==> src/rtl/mem_access_stage_if.sv <==
// Data-memory bus between the MEM stage (master) and the data memory (slave).
interface mem_access_stage_if;
  logic        dmem_req;
  logic        dmem_we;
  logic [31:0] dmem_addr;
  logic [31:0] dmem_wdata;
  logic [3:0]  dmem_wstrb;
  logic        dmem_ack;
  logic [31:0] dmem_rdata;

  modport master (
    output dmem_req, dmem_we, dmem_addr, dmem_wdata, dmem_wstrb,
    input  dmem_ack, dmem_rdata
  );

  modport slave (
    input  dmem_req, dmem_we, dmem_addr, dmem_wdata, dmem_wstrb,
    output dmem_ack, dmem_rdata
  );
endinterface

==> src/rtl/mem_access_stage.sv <==
// RV32I MEM stage: req/ack data-memory transaction, lane steering, load
// extension, alignment check and the MEM/WB pipeline register.
module mem_access_stage #(
  parameter int unsigned TIMEOUT = 16,
  parameter int unsigned CNT_W   = 5
) (
  input  logic                      clk,
  input  logic                      rst,
  input  logic                      RegWriteM,
  input  logic                      MemReadM,
  input  logic                      MemWriteM,
  input  logic [1:0]                Mem_to_RegM,
  input  logic [2:0]                funct3M,
  input  logic [4:0]                RDM,
  input  logic [31:0]               ALUOutM,
  input  logic [31:0]               WriteDataM,
  input  logic [31:0]               PCPlus4M,
  mem_access_stage_if.master        dmem,
  output logic                      StallM,
  output logic                      MisalignM,
  output logic                      BusErrM,
  output logic                      RegWriteW,
  output logic [1:0]                Mem_to_RegW,
  output logic [4:0]                RDW,
  output logic [31:0]               ALUOutW,
  output logic [31:0]               ReadDataW,
  output logic [31:0]               PCPlus4W
);

  typedef enum logic [1:0] {
    IDLE = 2'd0,
    REQ  = 2'd1,
    DONE = 2'd2
  } state_e;

  state_e           state_q;
  logic [CNT_W-1:0] cnt_q;
  logic             req_q;
  logic             err_q;
  logic [31:0]      rdata_q;

  logic        access;
  logic        is_byte;
  logic        is_half;
  logic        is_word;
  logic        misaligned;
  logic        aligned_acc;
  logic        timeout_hit;
  logic [1:0]  k;
  logic [7:0]  ld_byte;
  logic [15:0] ld_half;
  logic [31:0] load_fmt;
  logic [31:0] st_wdata;
  logic [3:0]  st_wstrb;

  assign k           = ALUOutM[1:0];
  assign access      = MemReadM | MemWriteM;
  assign is_byte     = (funct3M[1:0] == 2'b00);
  assign is_half     = (funct3M[1:0] == 2'b01);
  assign is_word     = ~is_byte & ~is_half;
  assign misaligned  = (is_half & k[0]) | (is_word & (k != 2'b00));
  assign aligned_acc = access & ~misaligned;
  assign timeout_hit = (cnt_q == CNT_W'(TIMEOUT - 1));

  // Pick the addressed lane from the returned word and extend it.
  always_comb begin
    ld_byte  = 8'h00;
    ld_half  = 16'h0000;
    load_fmt = 32'h0000_0000;
    case (k)
      2'd0:    ld_byte = dmem.dmem_rdata[7:0];
      2'd1:    ld_byte = dmem.dmem_rdata[15:8];
      2'd2:    ld_byte = dmem.dmem_rdata[23:16];
      default: ld_byte = dmem.dmem_rdata[31:24];
    endcase
    ld_half = k[1] ? dmem.dmem_rdata[31:16] : dmem.dmem_rdata[15:0];
    if (is_byte)
      load_fmt = {{24{~funct3M[2] & ld_byte[7]}}, ld_byte};
    else if (is_half)
      load_fmt = {{16{~funct3M[2] & ld_half[15]}}, ld_half};
    else
      load_fmt = dmem.dmem_rdata;
  end

  // Replicate store data across lanes; strobes select the addressed bytes.
  always_comb begin
    st_wdata = WriteDataM;
    st_wstrb = 4'b0000;
    if (is_byte)
      st_wdata = {4{WriteDataM[7:0]}};
    else if (is_half)
      st_wdata = {2{WriteDataM[15:0]}};
    if (MemWriteM) begin
      if (is_byte)
        st_wstrb = 4'b0001 << k;
      else if (is_half)
        st_wstrb = 4'b0011 << k;
      else
        st_wstrb = 4'b1111;
    end
  end

  assign dmem.dmem_req   = req_q;
  assign dmem.dmem_we    = MemWriteM;
  assign dmem.dmem_addr  = {ALUOutM[31:2], 2'b00};
  assign dmem.dmem_wdata = st_wdata;
  assign dmem.dmem_wstrb = st_wstrb;

  // Stall covers the detect cycle in IDLE and every REQ cycle.
  assign StallM    = ((state_q == IDLE) & aligned_acc) | (state_q == REQ);
  assign MisalignM = (state_q == IDLE) & access & misaligned;
  assign BusErrM   = (state_q == REQ) & ~dmem.dmem_ack & timeout_hit;

  always_ff @(posedge clk or negedge rst) begin
    if (!rst) begin
      state_q     <= IDLE;
      cnt_q       <= '0;
      req_q       <= 1'b0;
      err_q       <= 1'b0;
      rdata_q     <= '0;
      RegWriteW   <= 1'b0;
      Mem_to_RegW <= '0;
      RDW         <= '0;
      ALUOutW     <= '0;
      ReadDataW   <= '0;
      PCPlus4W    <= '0;
    end else begin
      case (state_q)
        IDLE: begin
          if (aligned_acc) begin
            state_q   <= REQ;
            req_q     <= 1'b1;
            cnt_q     <= '0;
            err_q     <= 1'b0;
            RegWriteW <= 1'b0;
          end else begin
            RegWriteW   <= RegWriteM & ~access;
            Mem_to_RegW <= Mem_to_RegM;
            RDW         <= RDM;
            ALUOutW     <= ALUOutM;
            ReadDataW   <= '0;
            PCPlus4W    <= PCPlus4M;
          end
        end
        REQ: begin
          RegWriteW <= 1'b0;
          if (dmem.dmem_ack) begin
            rdata_q <= load_fmt;
            req_q   <= 1'b0;
            state_q <= DONE;
          end else if (timeout_hit) begin
            rdata_q <= '0;
            err_q   <= 1'b1;
            req_q   <= 1'b0;
            state_q <= DONE;
          end else begin
            cnt_q <= cnt_q + CNT_W'(1);
          end
        end
        DONE: begin
          RegWriteW   <= RegWriteM & ~err_q;
          Mem_to_RegW <= Mem_to_RegM;
          RDW         <= RDM;
          ALUOutW     <= ALUOutM;
          ReadDataW   <= rdata_q;
          PCPlus4W    <= PCPlus4M;
          state_q     <= IDLE;
        end
        default: begin
          state_q <= IDLE;
          req_q   <= 1'b0;
        end
      endcase
    end
  end

endmodule

==> src/flat_wrapper.sv <==
// flat-port wrapper written by rule: the top's interface ports become plain ports
module mem_access_stage_flat 
#(
  parameter int unsigned TIMEOUT = 16,
  parameter int unsigned CNT_W   = 5
)
  (clk, rst, RegWriteM, MemReadM, MemWriteM, Mem_to_RegM, funct3M, RDM, ALUOutM, WriteDataM, PCPlus4M, StallM, MisalignM, BusErrM, RegWriteW, Mem_to_RegW, RDW, ALUOutW, ReadDataW, PCPlus4W, dmem_dmem_req, dmem_dmem_we, dmem_dmem_addr, dmem_dmem_wdata, dmem_dmem_wstrb, dmem_dmem_ack, dmem_dmem_rdata);
  mem_access_stage_if dmem_i ();
  input  logic clk;
  input  logic rst;
  input  logic RegWriteM;
  input  logic MemReadM;
  input  logic MemWriteM;
  input  logic [1:0] Mem_to_RegM;
  input  logic [2:0] funct3M;
  input  logic [4:0] RDM;
  input  logic [31:0] ALUOutM;
  input  logic [31:0] WriteDataM;
  input  logic [31:0] PCPlus4M;
  output logic StallM;
  output logic MisalignM;
  output logic BusErrM;
  output logic RegWriteW;
  output logic [1:0] Mem_to_RegW;
  output logic [4:0] RDW;
  output logic [31:0] ALUOutW;
  output logic [31:0] ReadDataW;
  output logic [31:0] PCPlus4W;
  output wire logic [$bits(dmem_i.dmem_req)-1:0] dmem_dmem_req;
  output wire logic [$bits(dmem_i.dmem_we)-1:0] dmem_dmem_we;
  output wire logic [$bits(dmem_i.dmem_addr)-1:0] dmem_dmem_addr;
  output wire logic [$bits(dmem_i.dmem_wdata)-1:0] dmem_dmem_wdata;
  output wire logic [$bits(dmem_i.dmem_wstrb)-1:0] dmem_dmem_wstrb;
  input wire logic [$bits(dmem_i.dmem_ack)-1:0] dmem_dmem_ack;
  input wire logic [$bits(dmem_i.dmem_rdata)-1:0] dmem_dmem_rdata;
  assign dmem_dmem_req = dmem_i.dmem_req;
  assign dmem_dmem_we = dmem_i.dmem_we;
  assign dmem_dmem_addr = dmem_i.dmem_addr;
  assign dmem_dmem_wdata = dmem_i.dmem_wdata;
  assign dmem_dmem_wstrb = dmem_i.dmem_wstrb;
  assign dmem_i.dmem_ack = dmem_dmem_ack;
  assign dmem_i.dmem_rdata = dmem_dmem_rdata;
  mem_access_stage #(.TIMEOUT(TIMEOUT), .CNT_W(CNT_W)) u_core (.clk(clk), .rst(rst), .RegWriteM(RegWriteM), .MemReadM(MemReadM), .MemWriteM(MemWriteM), .Mem_to_RegM(Mem_to_RegM), .funct3M(funct3M), .RDM(RDM), .ALUOutM(ALUOutM), .WriteDataM(WriteDataM), .PCPlus4M(PCPlus4M), .dmem(dmem_i), .StallM(StallM), .MisalignM(MisalignM), .BusErrM(BusErrM), .RegWriteW(RegWriteW), .Mem_to_RegW(Mem_to_RegW), .RDW(RDW), .ALUOutW(ALUOutW), .ReadDataW(ReadDataW), .PCPlus4W(PCPlus4W));
endmodule
==> config.mk <==
export PLATFORM = sky130hd
export DESIGN_NAME = mem_access_stage_flat
export DESIGN_NICKNAME = d
export VERILOG_FILES = /design/src/rtl/mem_access_stage_if.sv /design/src/rtl/mem_access_stage.sv /design/src/flat_wrapper.sv
export SDC_FILE = /design/constraint.sdc
export NUM_CORES = 1
export LEC_CHECK = 0
export ABC_AREA = 1
export CORE_UTILIZATION = 35
export DETAILED_ROUTE_END_ITERATION = 10
export GPL_TIMING_DRIVEN = 0
export PLACE_DENSITY_LB_ADDON = 0.15
export SETUP_SLACK_MARGIN = 0.15
export SYNTH_ARGS = -nofsm -noshare
export SYNTH_HDL_FRONTEND = slang
export SYNTH_SLANG_ARGS = --single-unit
==> constraint.sdc <==
create_clock -name clk -period 2.64 [get_ports clk]
set_clock_uncertainty 0.15 [all_clocks]
set_input_delay 0.264 -clock clk [delete_from_list [all_inputs] [get_ports clk]]
set_output_delay 0.264 -clock clk [all_outputs]
set_load 0.02 [all_outputs]
==> results of run 1 <==
final cells by class:
cell class,instances,share of cell area (%)
tap,270,2.92
inverter,66,2.14
sequential,145,31.4
clock buffer,17,3.68
buffer,96,5.50
multi-input combinational,622,25.2
timing repair buffer,321,27.7
clock inverter,15,1.52
state kept, by name (all words and copies together), names as in the netlist:
| name | count |
|---|---|
| u_core.cnt_q | 5 |
| u_core.ReadDataW | 32 |
| u_core.Mem_to_RegW | 2 |
| u_core.rdata_q | 32 |
| u_core.ALUOutW | 32 |
| u_core.RDW | 5 |
| u_core.dmem.dmem_req | 1 |
| u_core.RegWriteW | 1 |
| u_core.state_q | 2 |
| u_core.PCPlus4W | 32 |
| u_core.err_q | 1 |
path summary, 6_finish.rpt:
| path | startpoint | endpoint | slack, ns | depth (start not counted) |
|---|---|---|---|---|
| max in group asynchronous | rst | u_core.ALUOutW[4]$_DFFE_PN0P_ | 1.27 | 3 |
| hold / removal | rst | u_core.ALUOutW[0]$_DFFE_PN0P_ | 0.19 | 2 |
| min in group clk | PCPlus4M[18] | u_core.PCPlus4W[18]$_DFFE_PN0P_ | 0.23 | 3 |
| hold reg to reg | u_core.dmem.dmem_req$_DFFE_PN0P_ | u_core.dmem.dmem_req$_DFFE_PN0P_ | 0.34 | 2 |
| setup reg to reg | u_core.state_q[0]$_DFFE_PN0P_ | u_core.PCPlus4W[23]$_DFFE_PN0P_ | 0.41 | 8 |
| setup / recovery | funct3M[1] | dmem_dmem_wdata[12] | 0.21 | 6 |
cell families (layout without fill, tap and decap cells):
group           after synthesis  after routing  share of synthesized area (%)
xor+xnor                      1              1                          0.119
compound gates              101            101                           8.13
simple gates                506            506                           28.9
other cells                   1              2                         0.0508
flops                       145            145                           49.1
fa+ha+maj                    12             12                           2.03
buf+inv                     163            515                           11.6
layout by cell type (no fill, tap or decap), types with 3 or more instances in the layout:
| cell type | n |
|---|---|
| sky130_fd_sc_hd__clkbuf_1 | 11 |
| sky130_fd_sc_hd__clkbuf_16 | 17 |
| sky130_fd_sc_hd__nand3_1 | 150 |
| sky130_fd_sc_hd__o21a_1 | 4 |
| sky130_fd_sc_hd__o21ai_1 | 7 |
| sky130_fd_sc_hd__buf_2 | 21 |
| sky130_fd_sc_hd__ha_1 | 12 |
| sky130_fd_sc_hd__dfrtp_1 | 145 |
| sky130_fd_sc_hd__clkdlybuf4s50_1 | 287 |
| sky130_fd_sc_hd__nor2_1 | 34 |
| sky130_fd_sc_hd__buf_6 | 8 |
| sky130_fd_sc_hd__inv_6 | 5 |
| sky130_fd_sc_hd__inv_1 | 63 |
| sky130_fd_sc_hd__o21ai_0 | 44 |
| sky130_fd_sc_hd__inv_2 | 3 |
| sky130_fd_sc_hd__dlymetal6s2s_1 | 4 |
| sky130_fd_sc_hd__clkinv_4 | 3 |
| sky130_fd_sc_hd__clkinvlp_4 | 3 |
| sky130_fd_sc_hd__or2_2 | 3 |
| sky130_fd_sc_hd__a21oi_1 | 12 |
| sky130_fd_sc_hd__buf_4 | 46 |
| sky130_fd_sc_hd__o211ai_1 | 21 |
| sky130_fd_sc_hd__nand2_1 | 309 |
| sky130_fd_sc_hd__o21bai_1 | 13 |
| sky130_fd_sc_hd__clkbuf_2 | 10 |
| sky130_fd_sc_hd__dlygate4sd2_1 | 23 |
routing by layer:
metal,part of all wire [%],up-vias,GRT usage (%)
li1,-,3620,-
met1,42,3441,31.2
met2,48,322,41.6
met3,7.0,37,5.40
met4,2.3,0,7.78
met5,0,-,0
critical path, delay by kind of cell:
kind,cells,cell delay (ns)
AOI/OAI and AO/OA,1,0.09
buffers and inverters,3,1.37
and+or+nand+nor,2,0.30
repair_timing:
| item | in CTS | in global routing |
|---|---|---|
| gates resized for setup | 43 | 15 |
| pin swaps | 2 | 1 |
| setup endpoints to repair | 31 | 35 |
| endpoints found under the hold margin | 47 | 0 |
| setup buffers | 1 | 0 |
| hold buffers | 1 | 0 |
power breakdown:
group	switching, W	internal, W
Combinational	0.00365	0.00274
Clock	0.00104	0.00142
Sequential	0.000590	0.00327
stage by stage:
step                      power [W]  util, %  std cells
after floorplan             0.00735        -        930
after global routing         0.0136     56.6       1552
after detailed placement     0.0103     53.5       1519
after CTS                    0.0128     56.6       1553
after global placement       0.0102     53.4       1518
final                        0.0127     56.6       1552
==> impl_metrics.csv, run 1 <==
group,metric,value,unit
detailed_routing,remaining_drc_errors,0,
floorplan,floorplan.die.height,147,um
detailed_routing,drtAntennaViolNets,0,
yosys,number_of_synthesized_flops_with_an_enable_pin,0,
finish,area_growth,56.6,%
global_route,first_pass_grt_wire_length,40800,um
yosys,post-synth-top-area-cell,"sky130_fd_sc_hd__dfrtp_1",
worst_setup_path,worst_stage_delay_on_the_critical_path,0.64,ns
worst_setup_path,critPathMostFrequentCell,"sky130_fd_sc_hd__clkdlybuf4s50_1",
clock_tree,tritoncts_num_sinks,145,
finish,nFillCells,1950,
floorplan,boundaryPins,321,
placement,dpl_cell_area,10900,um^2
floorplan,fp.coreArea,20400,um^2
power_and_ir_drop,power_per_cell_area,1100,nW/um^2
finish,post_layout_instance_area,11600,um^2
clock_tree,cts-buffers-inserted,17,
global_route,gr-total-overflow,0,
sta,rsz0062_at_grt,"true",
worst_setup_path,worst-endpoint-required,2.23,ns
placement,detailedPlace.worstSlack,-0.379,ns
yosys,netlist-cell-type-count,30,
worst_setup_path,worst_path_arrival_time,2.02,ns
yosys,yosys-top-cells-count,"309 x sky130_fd_sc_hd__nand2_1, 150 x sky130_fd_sc_hd__nand3_1, 145 x sky130_fd_sc_hd__dfrtp_1",
yosys,yosys.area.top_type_share,49.1,%
yosys,synth-warning-count,0,
clock_tree,cts_buffer_depth,2,
sta,worstMarginPinSlew,0.523,ns
sta,hold_viol,0,
clock_tree,clkTransAtPathRegs,0.07,ns
clock_tree,clock_latency,0.43,ns
yosys,post_synth.cell_area_avg,7.95,um^2
yosys,synth_cell_area,7380,um^2
sta,fin_hold_ws,0.190,ns
yosys,synthMostInstantiatedCell,"sky130_fd_sc_hd__nand2_1",
placement,detailedPlacementHpwl,20100,um
sta,fmax,0.411,GHz
run,max_cap_violations,0,
finish,final_nets,1425,
clock_tree,clk_root_buffer_cell,"sky130_fd_sc_hd__clkbuf_16",
worst_setup_path,path_max_fanout,10,
detailed_routing,violation_count_after_the_first_detailed_route_iteration,379,
sta,slew-limit-headroom,65.1,%
yosys,netlist_instances,929,
worst_setup_path,slowest_stage,"sky130_fd_sc_hd__clkdlybuf4s50_1",
sta,final_max_slew_viol_count,0,
yosys,post_synth_main_area_contributors,"sky130_fd_sc_hd__dfrtp_1 49%, sky130_fd_sc_hd__nand2_1 16%, sky130_fd_sc_hd__nand3_1 10%",
yosys,post_synthesis_register_bit_count,145,
clock_tree,clock_tree.htree_level_count,4,
sta,setup_slack,0.208,ns
sta,setup_viol,0,
floorplan,die_area,21700,um^2
global_route,first_global_vias,7480,
floorplan,die_width,147,um
placement,io_buffer_count,318,
detailed_routing,via_count,7420,
global_route,antenna_found_initial,0,
floorplan,standard_cell_rows,52,
sta,post-route-min-period,2.43,ns
placement,gpl.final_weighted_congestion,0.944,
finish,final-seq-area,3630,um^2
power_and_ir_drop,max-vdd-ir-drop,420,uV
global_route,grtUsageTotal,24.6,%
global_route,grt_start_max_net_pins,99,
sta,tns,0,ns
floorplan,floorplan.initialDensity,36.1,%
detailed_routing,finalWirelength,26100,um
detailed_routing,dr.pass1.iters,5,
worst_setup_path,worstPathCellList,"clkdlybuf4s50_1 > nor2_4 > buf_4 > nand2_1 > o21ai_0 > clkdlybuf4s50_1",
run_status,status,"finished, final reports clean",
power_and_ir_drop,p_leak,5.73,nW
finish,final_layout_size_suffix_gt1_share,10.5,%
yosys,asr_flop_ratio_synth,100,%
detailed_routing,avgRoutedWirePerCell,16.8,um
worst_setup_path,worstSetupPathType,"in2out",
clock_tree,cts_tree,"built",
worst_setup_path,critPathLaunchType,"primary input",
finish,diodes,0,
worst_setup_path,end_kind,"output port",
detailed_routing,vias_per_cell,4.78,
yosys,post_synthesis_sequential_area_ratio,49.1,%
min_path,timing.hold.worst.class,"in2async",
yosys,synth_flop_cell,"sky130_fd_sc_hd__dfrtp_1",
sta,final_min_period_over_clock_period,92.1,%
finish,area_of_combinational_cells_with_multiple_inputs,2910,um^2
(Power assumes the default switching activity.)
==> run 2, diff against run 1 <==
Settings changed: ABC_AREA 1 to unset, PLACE_DENSITY_LB_ADDON 0.15 to 0.2.
==> run 2 against run 1 <==
Against the previous run:
- sequential power is 1% lower
- non-clock buffer count is 9 lower
- synthesized area is 5.5% lower
- setup slack better by 0.0087 ns
- synthesized cell count is 36% lower
- power is 4.4% lower
- register-to-register slack worse by 0.19 ns
- wire length is 16% lower
- clock power is 4% lower
- die area is 5.4% lower
- final area is 2.8% lower
- maximum frequency is 0.36% higher
- critical path type is now reg2reg
- critical endpoint is now u_core.ALUOutW[24]$_DFFE_PN0P_
- largest cell class unchanged
==> impl_metrics.csv, run 2 <==
group,metric,value,unit
run_status,status,"finished, final reports clean",
yosys,yosys-top-cells-count,"145 x sky130_fd_sc_hd__dfrtp_1, 81 x sky130_fd_sc_hd__mux2_2, 61 x sky130_fd_sc_hd__nand2_1",
yosys,number_of_synthesized_flops_with_an_enable_pin,0,
finish,final_layout_size_suffix_gt1_share,23.0,%
global_route,antenna_found_initial,0,
worst_setup_path,end_kind,"flip-flop",
yosys,asr_flop_ratio_synth,100,%
global_route,gr-total-overflow,0,
yosys,post_synth.cell_area_avg,11.8,um^2
worst_setup_path,worst_stage_delay_on_the_critical_path,0.43,ns
run,max_cap_violations,0,
floorplan,die_width,143,um
worst_setup_path,critPathMostFrequentCell,"sky130_fd_sc_hd__buf_8",
yosys,synth_cell_area,6980,um^2
placement,detailedPlacementHpwl,16900,um
yosys,netlist-cell-type-count,49,
worst_setup_path,path_max_fanout,10,
worst_setup_path,slowest_stage,"sky130_fd_sc_hd__or3_4",
detailed_routing,violation_count_after_the_first_detailed_route_iteration,344,
power_and_ir_drop,max-vdd-ir-drop,431,uV
sta,rsz0062_at_grt,"false",
yosys,yosys.area.top_type_share,52.0,%
yosys,netlist_instances,593,
clock_tree,cts_tree,"built",
sta,post-route-min-period,2.42,ns
worst_setup_path,worst_path_arrival_time,2.57,ns
finish,diodes,0,
worst_setup_path,critical_path.reg2reg.startpoint,"u_core.state_q[0]$_DFFE_PN0P_",
global_route,grtUsageTotal,21.7,%
clock_tree,cts-buffers-inserted,17,
yosys,post-synth-top-area-cell,"sky130_fd_sc_hd__dfrtp_1",
sta,final_min_period_over_clock_period,91.8,%
yosys,synth-warning-count,0,
placement,io_buffer_count,317,
worst_setup_path,critPathLaunchType,"flip-flop",
sta,fmax,0.413,GHz
clock_tree,clock_latency,0.43,ns
floorplan,standard_cell_rows,51,
sta,worstMarginPinSlew,0.750,ns
floorplan,fp.coreArea,19500,um^2
detailed_routing,finalWirelength,21900,um
placement,dpl_cell_area,10500,um^2
placement,gpl.final_weighted_congestion,0.814,
yosys,post_synthesis_register_bit_count,145,
global_route,first_global_vias,5929,
floorplan,floorplan.initialDensity,35.7,%
finish,nFillCells,1729,
sta,setup_viol,0,
min_path,hold_path_startpoint,"ALUOutM[0]",
yosys,synthMostInstantiatedCell,"sky130_fd_sc_hd__dfrtp_1",
sta,hold_viol,0,
floorplan,floorplan.die.height,143,um
floorplan,boundaryPins,321,
clock_tree,tritoncts_num_sinks,145,
power_and_ir_drop,power_per_cell_area,1080,nW/um^2
finish,area_growth,61.0,%
power_and_ir_drop,power.total,0.0122,W
global_route,first_pass_grt_wire_length,33200,um
clock_tree,clkTransAtPathRegs,0.07,ns
finish,layout.cells.most_common,"sky130_fd_sc_hd__clkdlybuf4s50_1",
detailed_routing,vias_per_cell,4.87,
detailed_routing,avgRoutedWirePerCell,18.0,um
detailed_routing,via_count,5931,
power_and_ir_drop,p_leak,4.92,nW
worst_setup_path,worst-endpoint-required,2.79,ns
detailed_routing,dr.pass1.iters,5,
min_path,timing.hold.worst.class,"in2reg",
yosys,post_synth_main_area_contributors,"sky130_fd_sc_hd__dfrtp_1 52%, sky130_fd_sc_hd__mux2_2 13%, sky130_fd_sc_hd__buf_4 4.4%",
sta,slew-limit-headroom,50.0,%
yosys,synth_flop_cell,"sky130_fd_sc_hd__dfrtp_1",
global_route,grt_start_max_net_pins,80,
clock_tree,cts_buffer_depth,2,
detailed_routing,remaining_drc_errors,0,
worst_setup_path,worstPathCellList,"inv_2 > ha_1 > buf_6 > o21ai_1 > or3_4 > o21a_1 > buf_4 > buf_8 > buf_8 > mux2_4",
clock_tree,clock_tree.htree_level_count,4,
finish,final_nets,1097,
finish,final_cell_mix,"309 x sky130_fd_sc_hd__clkdlybuf4s50_1, 145 x sky130_fd_sc_hd__dfrtp_1, 81 x sky130_fd_sc_hd__mux2_2",
worst_setup_path,worstSetupPathType,"reg2reg",
worst_setup_path,cp-startpoint,"u_core.state_q[0]$_DFFE_PN0P_",
detailed_routing,drtAntennaViolNets,0,
clock_tree,clk_root_buffer_cell,"sky130_fd_sc_hd__clkbuf_16",
sta,final_max_slew_viol_count,0,
floorplan,die_area,20500,um^2
yosys,post_synthesis_sequential_area_ratio,52.0,%
finish,post_layout_instance_area,11200,um^2
run 2: cell count changes in the layout (fill, tap and decap cells not counted), sizes merged, moves of 10 or more:
cell	delta
dlygate4sd2	-21
nand2	-252
inv	-61
o21bai	-13
a22o	+32
mux2	+91
o211ai	-20
a221o	+10
nor2b	+17
nand3	-151
clkdlybuf4s50	+22
nor2	-30
run 2: final timing paths:
kind / end / slack, ns / cells past startpoint
max: u_core.ALUOutW[24]$_DFFE_PN0P_ / 0.22 / 10
min: u_core.ALUOutW[0]$_DFFE_PN0P_ / 0.16 / 2
max reg2reg: u_core.ALUOutW[24]$_DFFE_PN0P_ / 0.22 / 10
min reg2reg: u_core.rdata_q[16]$_DFFE_PN0P_ / 0.33 / 2
max in group asynchronous: u_core.RDW[0]$_DFFE_PN0P_ / 1.28 / 3
min in group asynchronous: u_core.ALUOutW[1]$_DFFE_PN0P_ / 0.28 / 2
run 2: per-stage QoR:
| step | std cells | setup WS (ns) | utilization, % | setup TNS [ns] | hold WS, ns |
|---|---|---|---|---|---|
| 3_3_place_gp | 1176 | -4.87 | 53.7 | -799.76 | 0.314 |
| 5_1_grt | 1219 | 0.139 | 57.6 | 0 | 0.154 |
| 2_1_floorplan | 594 | 0.316 | - | 0 | -0.182 |
| 4_1_cts | 1213 | 0.156 | 57.2 | 0 | 0.144 |
| 3_5_place_dp | 1177 | -0.898 | 53.9 | -102.29 | 0.208 |
| 6_report | 1219 | 0.216 | 57.6 | 0 | 0.156 |
run 2: final cells by class:
class | instances | area, um^2 | share of cell area, %
Buffer | 80 | 527 | 4.69
Sequential cell | 145 | 3630 | 32.3
Timing Repair Buffer | 328 | 3280 | 29.2
Inverter | 5 | 18.8 | 0.167
Clock buffer | 18 | 439 | 3.91
Multi-Input combinational cell | 364 | 2870 | 25.6
Tap cell | 265 | 332 | 2.95
Clock inverter | 14 | 145 | 1.29
run 2: cell families after synthesis:
| family | count (synthesis) | share of synthesized area [%] |
|---|---|---|
| flops | 145 | 52.0 |
| compound gates | 133 | 13.7 |
| simple gates | 117 | 8.44 |
| mux | 100 | 16.5 |
| buf+inv | 85 | 7.19 |
| fa+ha+maj | 12 | 2.15 |
| other cells | 1 | 0.0537 |
run 2: where the power goes:
part | internal, W | switching [W] | leakage (nW) | total [W]
clock network | 0.00135 | 0.00102 | 0.284 | 0.00237
registers | 0.00326 | 0.000550 | 1.80 | 0.00381
logic | 0.00311 | 0.00287 | 2.83 | 0.00598
total | 0.00772 | 0.00444 | 4.92 | 0.0122
run 2: what timing repair did:
item                                    4_1_cts  5_1_grt
hold buffers                                  1        0
pin swaps                                     1        1
hold endpoints to repair                     78        0
endpoints found under the setup margin      162       57
resized for setup                            38       16
buffers inserted                              3        6
run 2: per-layer routing:
layer	vias to the layer above	routed length, um	GRT usage [%]	share of wire, %
met3	25	2030	7.04	9.3
met4	0	291	7.11	1.3
met5	-	0	0	0
met2	294	11000	38.6	50
li1	2796	-	-	-
met1	2816	8560	24.4	39
run 2: worst max-delay path, delay by kind of cell, from the launching register on:
| family | cells | cell delay [ns] |
|---|---|---|
| multiplexers | 1 | 0.30 |
| buffers and inverters | 5 | 0.67 |
| AO/OA/AOI/OAI | 2 | 0.21 |
| flip-flops | 1 | 0.39 |
| adder cells (fa/ha/maj) | 1 | 0.16 |
| AND/OR/NAND/NOR | 1 | 0.43 |
